[src/rtl/axi_master_arbiter.sv]
// Two-master AXI4 arbiter: IFU (m0, read-only) and LSU (m1, read/write) share one
// downstream master port, one transaction at a time; writes win at IDLE, reads round-robin.
module axi_master_arbiter #(
    parameter int ADDR_W = 32,
    parameter int DATA_W = 32
) (
    input  logic                  clock,
    input  logic                  reset,
    // m0: instruction fetch, read only
    input  logic                  m0_arvalid,
    output logic                  m0_arready,
    input  logic [ADDR_W-1:0]     m0_araddr,
    input  logic [3:0]            m0_arid,
    input  logic [7:0]            m0_arlen,
    input  logic [2:0]            m0_arsize,
    input  logic [1:0]            m0_arburst,
    output logic                  m0_rvalid,
    input  logic                  m0_rready,
    output logic [DATA_W-1:0]     m0_rdata,
    output logic [1:0]            m0_rresp,
    output logic                  m0_rlast,
    output logic [3:0]            m0_rid,
    // m1: load/store
    input  logic                  m1_arvalid,
    output logic                  m1_arready,
    input  logic [ADDR_W-1:0]     m1_araddr,
    input  logic [3:0]            m1_arid,
    input  logic [7:0]            m1_arlen,
    input  logic [2:0]            m1_arsize,
    input  logic [1:0]            m1_arburst,
    output logic                  m1_rvalid,
    input  logic                  m1_rready,
    output logic [DATA_W-1:0]     m1_rdata,
    output logic [1:0]            m1_rresp,
    output logic                  m1_rlast,
    output logic [3:0]            m1_rid,
    input  logic                  m1_awvalid,
    output logic                  m1_awready,
    input  logic [ADDR_W-1:0]     m1_awaddr,
    input  logic [3:0]            m1_awid,
    input  logic [7:0]            m1_awlen,
    input  logic [2:0]            m1_awsize,
    input  logic [1:0]            m1_awburst,
    input  logic                  m1_wvalid,
    output logic                  m1_wready,
    input  logic [DATA_W-1:0]     m1_wdata,
    input  logic [DATA_W/8-1:0]   m1_wstrb,
    input  logic                  m1_wlast,
    output logic                  m1_bvalid,
    input  logic                  m1_bready,
    output logic [1:0]            m1_bresp,
    output logic [3:0]            m1_bid,
    // downstream master
    output logic                  io_master_arvalid,
    input  logic                  io_master_arready,
    output logic [ADDR_W-1:0]     io_master_araddr,
    output logic [3:0]            io_master_arid,
    output logic [7:0]            io_master_arlen,
    output logic [2:0]            io_master_arsize,
    output logic [1:0]            io_master_arburst,
    input  logic                  io_master_rvalid,
    output logic                  io_master_rready,
    input  logic [DATA_W-1:0]     io_master_rdata,
    input  logic [1:0]            io_master_rresp,
    input  logic                  io_master_rlast,
    input  logic [3:0]            io_master_rid,
    output logic                  io_master_awvalid,
    input  logic                  io_master_awready,
    output logic [ADDR_W-1:0]     io_master_awaddr,
    output logic [3:0]            io_master_awid,
    output logic [7:0]            io_master_awlen,
    output logic [2:0]            io_master_awsize,
    output logic [1:0]            io_master_awburst,
    output logic                  io_master_wvalid,
    input  logic                  io_master_wready,
    output logic [DATA_W-1:0]     io_master_wdata,
    output logic [DATA_W/8-1:0]   io_master_wstrb,
    output logic                  io_master_wlast,
    input  logic                  io_master_bvalid,
    output logic                  io_master_bready,
    input  logic [1:0]            io_master_bresp,
    input  logic [3:0]            io_master_bid
);

    typedef enum logic [1:0] {IDLE, RD, WR} state_t;

    state_t r_state, w_state_nxt;
    logic   r_gnt, w_gnt_nxt;
    logic   r_last_rd, w_last_rd_nxt;
    logic   r_addr_done, w_addr_done_nxt;
    logic   r_w_done, w_w_done_nxt;

    logic w_in_rd, w_in_wr;
    logic w_sel_arvalid, w_sel_rready;
    logic w_ar_fwd, w_aw_fwd, w_w_fwd;
    logic w_ar_hs, w_r_hs, w_aw_hs, w_w_hs, w_b_hs;

    // Payloads pass straight through; only valid/ready are gated.
    assign io_master_araddr  = r_gnt ? m1_araddr  : m0_araddr;
    assign io_master_arid    = r_gnt ? m1_arid    : m0_arid;
    assign io_master_arlen   = r_gnt ? m1_arlen   : m0_arlen;
    assign io_master_arsize  = r_gnt ? m1_arsize  : m0_arsize;
    assign io_master_arburst = r_gnt ? m1_arburst : m0_arburst;
    assign io_master_awaddr  = m1_awaddr;
    assign io_master_awid    = m1_awid;
    assign io_master_awlen   = m1_awlen;
    assign io_master_awsize  = m1_awsize;
    assign io_master_awburst = m1_awburst;
    assign io_master_wdata   = m1_wdata;
    assign io_master_wstrb   = m1_wstrb;
    assign io_master_wlast   = m1_wlast;

    assign m0_rdata = io_master_rdata;
    assign m0_rresp = io_master_rresp;
    assign m0_rlast = io_master_rlast;
    assign m0_rid   = io_master_rid;
    assign m1_rdata = io_master_rdata;
    assign m1_rresp = io_master_rresp;
    assign m1_rlast = io_master_rlast;
    assign m1_rid   = io_master_rid;
    assign m1_bresp = io_master_bresp;
    assign m1_bid   = io_master_bid;

    assign w_in_rd       = (r_state == RD);
    assign w_in_wr       = (r_state == WR);
    assign w_sel_arvalid = r_gnt ? m1_arvalid : m0_arvalid;
    assign w_sel_rready  = r_gnt ? m1_rready  : m0_rready;
    assign w_ar_fwd      = w_in_rd & ~r_addr_done;
    assign w_aw_fwd      = w_in_wr & ~r_addr_done;
    assign w_w_fwd       = w_in_wr & ~r_w_done;
    assign w_ar_hs       = w_ar_fwd & w_sel_arvalid & io_master_arready;
    assign w_r_hs        = w_in_rd & io_master_rvalid & w_sel_rready;
    assign w_aw_hs       = w_aw_fwd & m1_awvalid & io_master_awready;
    assign w_w_hs        = w_w_fwd & m1_wvalid & io_master_wready;
    assign w_b_hs        = w_in_wr & io_master_bvalid & m1_bready;

    always_ff @(posedge clock or negedge reset) begin
        if (!reset) begin
            r_state     <= IDLE;
            r_gnt       <= 1'b0;
            r_last_rd   <= 1'b1;
            r_addr_done <= 1'b0;
            r_w_done    <= 1'b0;
        end else begin
            r_state     <= w_state_nxt;
            r_gnt       <= w_gnt_nxt;
            r_last_rd   <= w_last_rd_nxt;
            r_addr_done <= w_addr_done_nxt;
            r_w_done    <= w_w_done_nxt;
        end
    end

    always_comb begin
        w_state_nxt       = r_state;
        w_gnt_nxt         = r_gnt;
        w_last_rd_nxt     = r_last_rd;
        w_addr_done_nxt   = r_addr_done;
        w_w_done_nxt      = r_w_done;
        io_master_arvalid = 1'b0;
        io_master_rready  = 1'b0;
        io_master_awvalid = 1'b0;
        io_master_wvalid  = 1'b0;
        io_master_bready  = 1'b0;
        m0_arready        = 1'b0;
        m0_rvalid         = 1'b0;
        m1_arready        = 1'b0;
        m1_rvalid         = 1'b0;
        m1_awready        = 1'b0;
        m1_wready         = 1'b0;
        m1_bvalid         = 1'b0;

        case (r_state)
            IDLE: begin
                // Requests are only sampled here; nothing handshakes in IDLE.
                if (m1_awvalid) begin
                    w_state_nxt = WR;
                    w_gnt_nxt   = 1'b1;
                end else if (m0_arvalid && m1_arvalid) begin
                    w_state_nxt = RD;
                    w_gnt_nxt   = ~r_last_rd;
                end else if (m0_arvalid) begin
                    w_state_nxt = RD;
                    w_gnt_nxt   = 1'b0;
                end else if (m1_arvalid) begin
                    w_state_nxt = RD;
                    w_gnt_nxt   = 1'b1;
                end
            end
            RD: begin
                io_master_arvalid = w_ar_fwd & w_sel_arvalid;
                m0_arready        = w_ar_fwd & ~r_gnt & io_master_arready;
                m1_arready        = w_ar_fwd &  r_gnt & io_master_arready;
                io_master_rready  = w_sel_rready;
                m0_rvalid         = ~r_gnt & io_master_rvalid;
                m1_rvalid         =  r_gnt & io_master_rvalid;
                if (w_ar_hs)
                    w_addr_done_nxt = 1'b1;
                if (w_r_hs && io_master_rlast) begin
                    w_last_rd_nxt   = r_gnt;
                    w_addr_done_nxt = 1'b0;
                    w_w_done_nxt    = 1'b0;
                    w_state_nxt     = IDLE;
                end
            end
            WR: begin
                io_master_awvalid = w_aw_fwd & m1_awvalid;
                m1_awready        = w_aw_fwd & io_master_awready;
                io_master_wvalid  = w_w_fwd & m1_wvalid;
                m1_wready         = w_w_fwd & io_master_wready;
                io_master_bready  = m1_bready;
                m1_bvalid         = io_master_bvalid;
                if (w_aw_hs)
                    w_addr_done_nxt = 1'b1;
                if (w_w_hs && m1_wlast)
                    w_w_done_nxt = 1'b1;
                if (w_b_hs) begin
                    w_addr_done_nxt = 1'b0;
                    w_w_done_nxt    = 1'b0;
                    w_state_nxt     = IDLE;
                end
            end
            default: w_state_nxt = IDLE;
        endcase
    end

endmodule

[config.mk]
export PLATFORM = sky130hd
export DESIGN_NAME = axi_master_arbiter
export DESIGN_NICKNAME = d
export VERILOG_FILES = /design/src/rtl/axi_master_arbiter.sv
export SDC_FILE = /design/constraint.sdc
export NUM_CORES = 1
export LEC_CHECK = 0
export BUFFER_PORTS_ARGS = -buffer_cell sky130_fd_sc_hd__buf_2
export CAP_MARGIN = 20
export CORE_AREA = 2 2 187 189
export DETAILED_ROUTE_END_ITERATION = 8
export DIE_AREA = 0 0 189 191
export GPL_ROUTABILITY_DRIVEN = 0
export SYNTH_ARGS = -nofsm -noshare
export SYNTH_HDL_FRONTEND = slang
export SYNTH_SLANG_ARGS = --single-unit
[constraint.sdc]
create_clock -name clock -period 1.55 [get_ports clock]
set_clock_uncertainty 0.15 [all_clocks]
set_input_delay 0.2325 -clock clock [delete_from_list [all_inputs] [get_ports clock]]
set_output_delay 0.2325 -clock clock [all_outputs]
set_load 0.1 [all_outputs]
=== Yosys cells after proc, flatten, opt, wreduce, memory -nomap -nowiden ===
Cells that the tools add are included.

* Input bits: 243
* Register bits after elaboration: 6

* Mux-type cells: 39
* Eq/ne operators: 8
* Bitwise operators: 25
* Reductions and logical operators: 11

{| class="wikitable"
|+ Operator list
! cell !! count
|-
| 32-bit 2-to-1 mux || 1
|-
| 1-bit 2-to-1 mux || 25
|-
| 1-bit AND || 21
|-
| 2-bit 2-to-1 mux || 7
|-
| 3-bit by 1-bit inequality test with 1-bit output, second input constant || 3
|-
| 3-bit AND reduction || 3
|-
| 8-bit 2-to-1 mux || 1
|-
| 2-bit case mux with 3 select lines || 1
|-
| 5-bit inequality test, second input constant || 1
|-
| 4-bit 2-to-1 mux || 1
|-
| 2-bit by 1-bit inequality test with 1-bit output, second input constant || 2
|-
| 1-bit inverter || 4
|-
| 1-bit case mux with 2 select lines || 2
|-
| 2-bit AND reduction || 2
|-
| 4-bit nonzero test || 1
|-
| 1-bit logical AND || 3
|-
| 3-bit 2-to-1 mux || 1
|-
| 2-bit by 1-bit equality test with 1-bit output, second input constant || 1
|-
| 2-bit equality test, second input constant || 1
|-
| 2-bit zero test || 1
|-
| 2-bit nonzero test || 1
|}

=== Logic depth before layout (Yosys ltp) ===
Gate-level depths: netlist of the first run.

* Depth after elaboration: 8
* Depth in mapped cells: 6
* Depth with buffers taken out: 6

=== Worst setup path before layout of the first run ===
No wires, ideal clock.

* Kind: register to output
* Start point: register r_state[1]
* End point: output port io_master_arvalid
* Cell stages (with the launch flop): 4
* Data required time: 1.167 ns
* Setup slack: -2.441 ns
* Data arrival time: 3.609 ns
* Path through: dfrtp_1 inv_1 ha_1 nor4bb_1

* Cells in the longest elaborated chain, start to end: 4

{| class="wikitable"
|+ Ends and longest elaborated chain
! item !! line !! RTL
|-
| start, declared || 87 || <nowiki>state_t r_state, w_state_nxt;</nowiki>
|-
| start signal, assigned || 145 || <nowiki>r_state <= w_state_nxt;</nowiki>
|-
| 2-bit by 1-bit equality test with 1-bit output (*) || 124, 172 ||
|-
| 1-bit AND || 128 || <nowiki>assign w_ar_fwd = w_in_rd & ~r_addr_done;</nowiki>
|-
| 1-bit AND || 190 || <nowiki>io_master_arvalid = w_ar_fwd & w_sel_arvalid;</nowiki>
|-
| 1-bit 2-to-1 mux (*) || 172 || <nowiki>case (r_state)</nowiki>
|-
| end, declared || 54 || <nowiki>output logic io_master_arvalid,</nowiki>
|}

Every way passes the cells marked *; elsewhere a longest branch is shown, timed or not.

=== Worst setup path in the final report of the first run ===
* Start point: register r_gnt
* End point: output port io_master_arvalid

* Cells in the longest elaborated chain, start to end: 3

{| class="wikitable"
|+ Ends and longest elaborated chain
! item !! line !! RTL
|-
| start, declared || 88 || <nowiki>logic r_gnt, w_gnt_nxt;</nowiki>
|-
| start signal, assigned || 146 || <nowiki>r_gnt <= w_gnt_nxt;</nowiki>
|-
| 1-bit 2-to-1 mux || 126 || <nowiki>assign w_sel_arvalid = r_gnt ? m1_arvalid : m0_arvalid;</nowiki>
|-
| 1-bit AND || 190 ||
|-
| 1-bit 2-to-1 mux || 172 ||
|}

Every way passes these cells.

==> results of run 1 <==
layout make-up:
class / instances / area, um2 / area share, %
timing repair buffer: 199 / 2030 / 49.4
sequential: 6 / 156 / 3.80
inverter: 5 / 23.8 / 0.578
multi-input combinational: 94 / 1250 / 30.4
clock buffer: 4 / 78.8 / 1.92
tap: 455 / 569 / 13.8
cell usage in the layout, fill, tap and decap left out, drive strengths merged:
| master | synthesis | final |
|---|---|---|
| o22ai | 1 | 1 |
| mux2i | 4 | 4 |
| a31o | 1 | 1 |
| nor2 | 3 | 3 |
| mux2 | 49 | 49 |
| o21ai | 2 | 2 |
| a32oi | 1 | 1 |
| and2 | 2 | 2 |
| and3 | 3 | 3 |
| dfstp | 1 | 1 |
| o311ai | 1 | 1 |
| nand2b | 2 | 2 |
| a21oi | 1 | 1 |
| dfrtp | 5 | 5 |
| o221ai | 1 | 1 |
| dlygate4sd3 | 0 | 1 |
| nand4b | 1 | 1 |
| nor2b | 2 | 2 |
| clkbuf | 0 | 4 |
| nand3 | 1 | 1 |
| a41oi | 1 | 1 |
| buf | 176 | 198 |
| inv | 5 | 5 |
| ha | 4 | 4 |
| a31oi | 4 | 4 |
| nor4bb | 1 | 1 |
| nor3b | 4 | 4 |
| nand2 | 4 | 4 |
| nand4 | 1 | 1 |
repair_timing:
item	4_1_cts	5_1_grt
gates cloned	0	0
hold buffers	1	0
pin swaps	4	5
setup buffers	4	3
endpoints found under the hold margin	6	0
gates resized for setup	16	4
endpoints found under the setup margin	65	66
power by group:
group	switching, W	internal (W)	leakage [nW]
Combinational	0.00412	0.00280	1.78
Clock	0.0000992	0.000342	0.0382
Sequential	0.0000999	0.000234	0.0681
Total	0.00432	0.00337	1.89
state kept, by name, indices dropped and copies added, names as in the netlist:
register and count:
r_state 2, r_addr_done 1, r_gnt 1, r_last_rd 1
r_w_done 1
layer usage:
| metal | wire length (um) | share of wire, % |
|---|---|---|
| met2 | 4230 | 42 |
| met4 | 308 | 3.1 |
| met5 | 0 | 0 |
| met1 | 3340 | 33 |
| met3 | 2110 | 21 |
kinds of logic after synthesis:
group / count (synthesis)
and+or+nand+nor: 24
adders and majority gates: 4
muxes: 53
DFF: 6
buffers and inverters: 181
AOI/OAI and AO/OA: 13
metrics by stage:
stage	hold WS (ns)	setup WS, ns	cells
after floorplan	-0.213	-0.620	281
after global routing	0.180	-0.416	763
after global placement	-0.0832	-0.143	753
final	0.159	-0.366	763
after detailed placement	-0.0764	-0.182	753
after CTS	0.155	-0.390	762
path summary, 6_finish.rpt:
| check | end | slack (ns) | cells after the start |
|---|---|---|---|
| max | io_master_arvalid | -0.37 | 3 |
| max reg2reg | r_w_done$_DFFE_PN0P_ | -0.18 | 6 |
| min reg2reg | r_last_rd$_DFFE_PN1P_ | 0.41 | 2 |
| max in group asynchronous | r_last_rd$_DFFE_PN1P_ | 0.80 | 2 |
| min in group asynchronous | r_w_done$_DFFE_PN0P_ | 0.22 | 2 |
| min | r_gnt$_DFFE_PN0P_ | 0.16 | 2 |
==> reports/qor.txt, run 1 <==
Outcome: finished with violations
Failing checks: setup timing
Synth top cells by count: buf_4, mux2_2, buf_2, dfrtp_1, inv_1
Largest area contributor in the netlist: buf_4
# diodes: 0
Die extent in y: 191 um
Final instance area: 4110 um2
Tot Pwr: 0.00769 W
Synth cell types: 31
Layout area overhead: 73.3%
Worst hold path class: input pin to flop
Final Hold Vio Count: 0
Tmin final: 1.92 ns
Xor/xnor share of the synthesized area: 0%
Yosys warning count: 0
Die Area: 36100 um2
CP delay by family, top: flip-flops
CTS tree: yes
Synth async-reset ratio: 100%
DP Wirelength: 8740 um
Vias in the first global route: 1978
Setup crit end kind: output port
Max cap viols: 0
IO Port Bufs: 177
Synth Flop Type: dfrtp_1
Crit path DAT: 1.53 ns
RSZ-0062 raised after global routing: true
Post-Syn Area: 2370 um2
Total number of vias: 1926
Clk slew on worst S/H paths: 0.03 ns
Met1 usage: 5.10%
Startpoint type of the worst setup path: flop
Clock root cell: clkbuf_16
Total grt overflow: 0
Initial detailed-routing violation count: 50
Synth top area share: 53.8%
Final Worst Setup Slack: -0.366 ns
Largest net degree at the start of global routing: 28
Setup TNS Final: -20.61 ns
Tcrit/Tclk final: 124%
Critical setup path kind: flop to output port
Compound-cell area share of the yosys netlist: 4.27%
Syn_area_per_cell: 8.44 um2
Post-synth net total: 528
Post-layout nets: 556
Seq/Total Area, Yosys: 6.38%
Relative slew slack: 68.0%
Worst Setup SP: r_gnt$_DFFE_PN0P_
Peak Freq: 0.522 GHz
Pins Over Slew Limit: 0
Post-synth EDFFs: 0
Clk_lat worst skew: 0.23 ns
Grt met3 use: 4.55%
Initial antenna violation count: 0
DIE WIDTH: 189 um
First-pass GRT wire length: 13100 um
Syn Inst Count: 281
Worst path buffer plus inverter count: 1
Layout cell share with drive strength beyond 1: 90.3%
CTS Buffer Depth: 2
DRC viols: 0
H-tree depth: 1
Core area: 34100 um2
Initial cell density of the core: 6.95%
Fin util: 12.1%
Leak pwr: 1.89 nW
Simple-gate share of the synthesized area: 6.01%
# IOs: 474
Vias per Instance: 2.52
Drt pass-1 iters: 4
Post-Synth Adder-Cell Area: 2.11%
Routed WL per cell: 13.1 um
Final setup vio count: 66
Synth area leaders: buf_4, mux2_2, dfrtp_1
Detailed-route wire length: 9980 um
#FFs+latches synth: 6
Worst-Margin Slew: 0.483 ns
Slowest CP cell: dfrtp_4
Met2 Use GR: 6.80%
Busiest grt layer: met2
Largest family of logic cells by synthesized area: buffers and inverters
Count leader, synth: buf_4
Critical-path cell list: mux2i_2 -> nor4bb_4 -> buf_12
Rows: 68
CP peak stage delay: 0.54 ns
Placed cell area: 3890 um2
Hold Startpoint: m0_arvalid
Multiplexer share of the synthesized area: 25.1%
Critical Path RT: 1.17 ns
CP max FO: 5
CTS buffer count: 3
Fillcell total: 3873
Antenna-violating nets left: 0
R2R Path Start: r_gnt$_DFFE_PN0P_
P per Cell Area: 1870 nW/um2
CTS sink count: 6
VDD IR max: 0.000657 V
GRT Util Overall: 4.92%
(Power assumes the default switching activity.)
==> run 2, diff against run 1 <==
--- a/config.mk
+++ b/config.mk
@@ -5,11 +5,12 @@
 export SDC_FILE = /design/constraint.sdc
 export NUM_CORES = 1
 export LEC_CHECK = 0
-export BUFFER_PORTS_ARGS = -buffer_cell sky130_fd_sc_hd__buf_2
 export CAP_MARGIN = 20
-export CORE_AREA = 2 2 187 189
+export CORE_AREA = 2 2 186 188
+export CTS_CLUSTER_DIAMETER = 120
 export DETAILED_ROUTE_END_ITERATION = 8
-export DIE_AREA = 0 0 189 191
+export DIE_AREA = 0 0 188 190
+export DONT_BUFFER_PORTS = 1
 export GPL_ROUTABILITY_DRIVEN = 0
 export SYNTH_ARGS = -nofsm -noshare
 export SYNTH_HDL_FRONTEND = slang
==> run 2 against run 1 <==
Clock power about the same; final area decreased by 35%; global-route usage increased by 0.13 points; power decreased by 17%; highest routed layer unchanged; critical path depth unchanged; first-iteration DRC count decreased by 66%; register-to-register slack got worse by 0.04 ns; routed wire length decreased by 0.47%; the run still ends with setup timing left.
==> reports/qor.txt, run 2 (synthesis gave the netlist of run 1 again) <==
Peak Freq: 0.525 GHz (was 0.522 GHz)
Core area: 33900 um2 (was 34100 um2)
Fillcell total: 3947 (was 3873)
Outcome: finished with violations (unchanged)
Worst-Margin Slew: 0.349 ns (was 0.483 ns)
Final instance area: 2680 um2 (was 4110 um2)
Clk_lat worst skew: 0.23 ns (about the same)
Critical Path RT: 1.17 ns (about the same)
Slowest CP cell: dfrtp_4 (unchanged)
Relative slew slack: 76.9% (was 68.0%)
VDD IR max: 0.00112 V (was 0.000657 V)
Die Area: 35700 um2 (was 36100 um2)
Placed cell area: 2370 um2 (was 3890 um2)
GRT Util Overall: 5.04% (was 4.92%)
Total number of vias: 1370 (was 1926)
Total grt overflow: 0 (unchanged)
Initial antenna violation count: 0 (unchanged)
CTS sink count: 6 (unchanged)
Most common cell after layout, fill and taps aside: mux2_4 (was buf_2)
Initial cell density of the core: 6.99% (was 6.95%)
Setup crit end kind: output port (unchanged)
Drt pass-1 iters: 4 (unchanged)
Clock root cell: clkbuf_16 (unchanged)
CP peak stage delay: 0.52 ns (was 0.54 ns)
Pins Over Slew Limit: 0 (unchanged)
Rows: 68 (unchanged)
Final setup vio count: 66 (unchanged)
CP max FO: 5 (unchanged)
Vias in the first global route: 1531 (was 1978)
First-pass GRT wire length: 12300 um (was 13100 um)
Hold Worst Slack: 0.00703 ns (was 0.159 ns)
Critical setup path kind: flop to output port (unchanged)
Worst hold path class: input pin to flop (unchanged)
P per Cell Area: 2380 nW/um2 (was 1870 nW/um2)
Clk slew on worst S/H paths: 0.04 ns (was 0.03 ns)
Leak pwr: 1.04 nW (was 1.89 nW)
Routed WL per cell: 16.3 um (was 13.1 um)
Failing checks: setup timing (unchanged)
CTS buffer count: 3 (unchanged)
Largest net degree at the start of global routing: 28 (unchanged)
Initial detailed-routing violation count: 17 (was 50)
Critical-path cell list: mux2i_2 -> nor4bb_4 -> clkbuf_16 (was mux2i_2 -> nor4bb_4 -> buf_12)
# IOs: 474 (unchanged)
Layout cell share with drive strength beyond 1: 81.7% (was 90.3%)
DRC viols: 0 (unchanged)
Post-layout nets: 401 (was 556)
Tmin final: 1.91 ns (was 1.92 ns)
Vias per Instance: 2.25 (was 2.52)
Max reg flops: 2 (unchanged)
H-tree depth: 1 (unchanged)
CTS tree: yes (unchanged)
# diodes: 0 (unchanged)
Max cap viols: 0 (unchanged)
CTS Buffer Depth: 2 (unchanged)
Tcrit/Tclk final: 123% (was 124%)
IO Port Bufs: 0 (was 177)
Biggest register: r_state (unchanged)
Die extent in y: 190 um (was 191 um)
DIE WIDTH: 188 um (was 189 um)
Crit path DAT: 1.52 ns (was 1.53 ns)
Final Worst Setup Slack: -0.356 ns (was -0.366 ns)
RSZ-0062 raised after global routing: true (unchanged)
Final Hold Vio Count: 0 (unchanged)
Most frequent cells in the layout: mux2_4, buf_4, buf_12, buf_6 (was buf_2, buf_12, mux2_4, buf_4)
Detailed-route wire length: 9930 um (was 9980 um)
Startpoint type of the worst setup path: flop (unchanged)
Layout area overhead: 13.1% (was 73.3%)
DP Wirelength: 8700 um (was 8740 um)
Antenna-violating nets left: 0 (unchanged)
## run 2: path summary, 6_finish.rpt
check                                        from                     end  slack, ns  depth (start not counted)
max                             r_gnt$_DFFE_PN0P_       io_master_arvalid      -0.36                          3
max reg2reg                r_state[1]$_DFFE_PN0P_  r_state[0]$_DFFE_PN0P_      -0.22                          9
min                                    m1_awvalid  r_state[1]$_DFFE_PN0P_      0.007                          2
max in group asynchronous                   reset   r_last_rd$_DFFE_PN1P_       0.79                          1
min reg2reg                 r_last_rd$_DFFE_PN1P_   r_last_rd$_DFFE_PN1P_       0.38                          2
min in group asynchronous                   reset  r_state[1]$_DFFE_PN0P_       0.17                          1
## run 2: cell type report
class                   instances  area [um2]  area share (%)
clock buffers                   4        78.8            2.94
inverters                       5        26.3           0.979
multi-input cells              94        1280            47.6
flip-flops and latches          6         156            5.83
well taps                     455         569            21.2
repair buffers                 44         576            21.5
## run 2: metrics by stage
stage          setup TNS, ns  setup WS, ns  instances  total power, W  utilization [%]
2_1_floorplan          -3.91        -0.620        281         0.00671                -
3_3_place_gp           -2.02        -0.118        591         0.00555             6.98
3_5_place_dp           -3.06        -0.159        591         0.00557             6.98
4_1_cts               -18.02        -0.361        604         0.00641             7.80
5_1_grt               -20.02        -0.396        608         0.00663             7.90
6_report              -17.83        -0.356        608         0.00640             7.90
## run 2: worst max-delay path: cells and delay by family, from the launching register on
| family | cells | cell delay, ns |
|---|---|---|
| DFF | 1 | 0.52 |
| and+or+nand+nor | 1 | 0.32 |
| buffers and inverters | 1 | 0.25 |
| muxes | 1 | 0.19 |
## run 2: what timing repair did
action | in CTS | in global routing
endpoints found under the hold margin | 7 | 0
pin swaps | 12 | 10
buffers inserted | 9 | 5
setup endpoints to repair | 66 | 66
hold buffers | 2 | 0
resized for setup | 26 | 3
## run 2: power by group
group	switching, W	total [W]	internal (W)
sequential	0.0000922	0.000325	0.000233
clock	0.000102	0.000445	0.000343
combinational	0.00391	0.00563	0.00172
## run 2: per-layer routing
layer	vias to the layer above	share of wire [%]	track usage, %
met1	566	31	4.66
met2	252	45	7.62
met5	-	0	0
met3	49	22	4.85
li1	503	-	-
met4	0	2.6	2.03
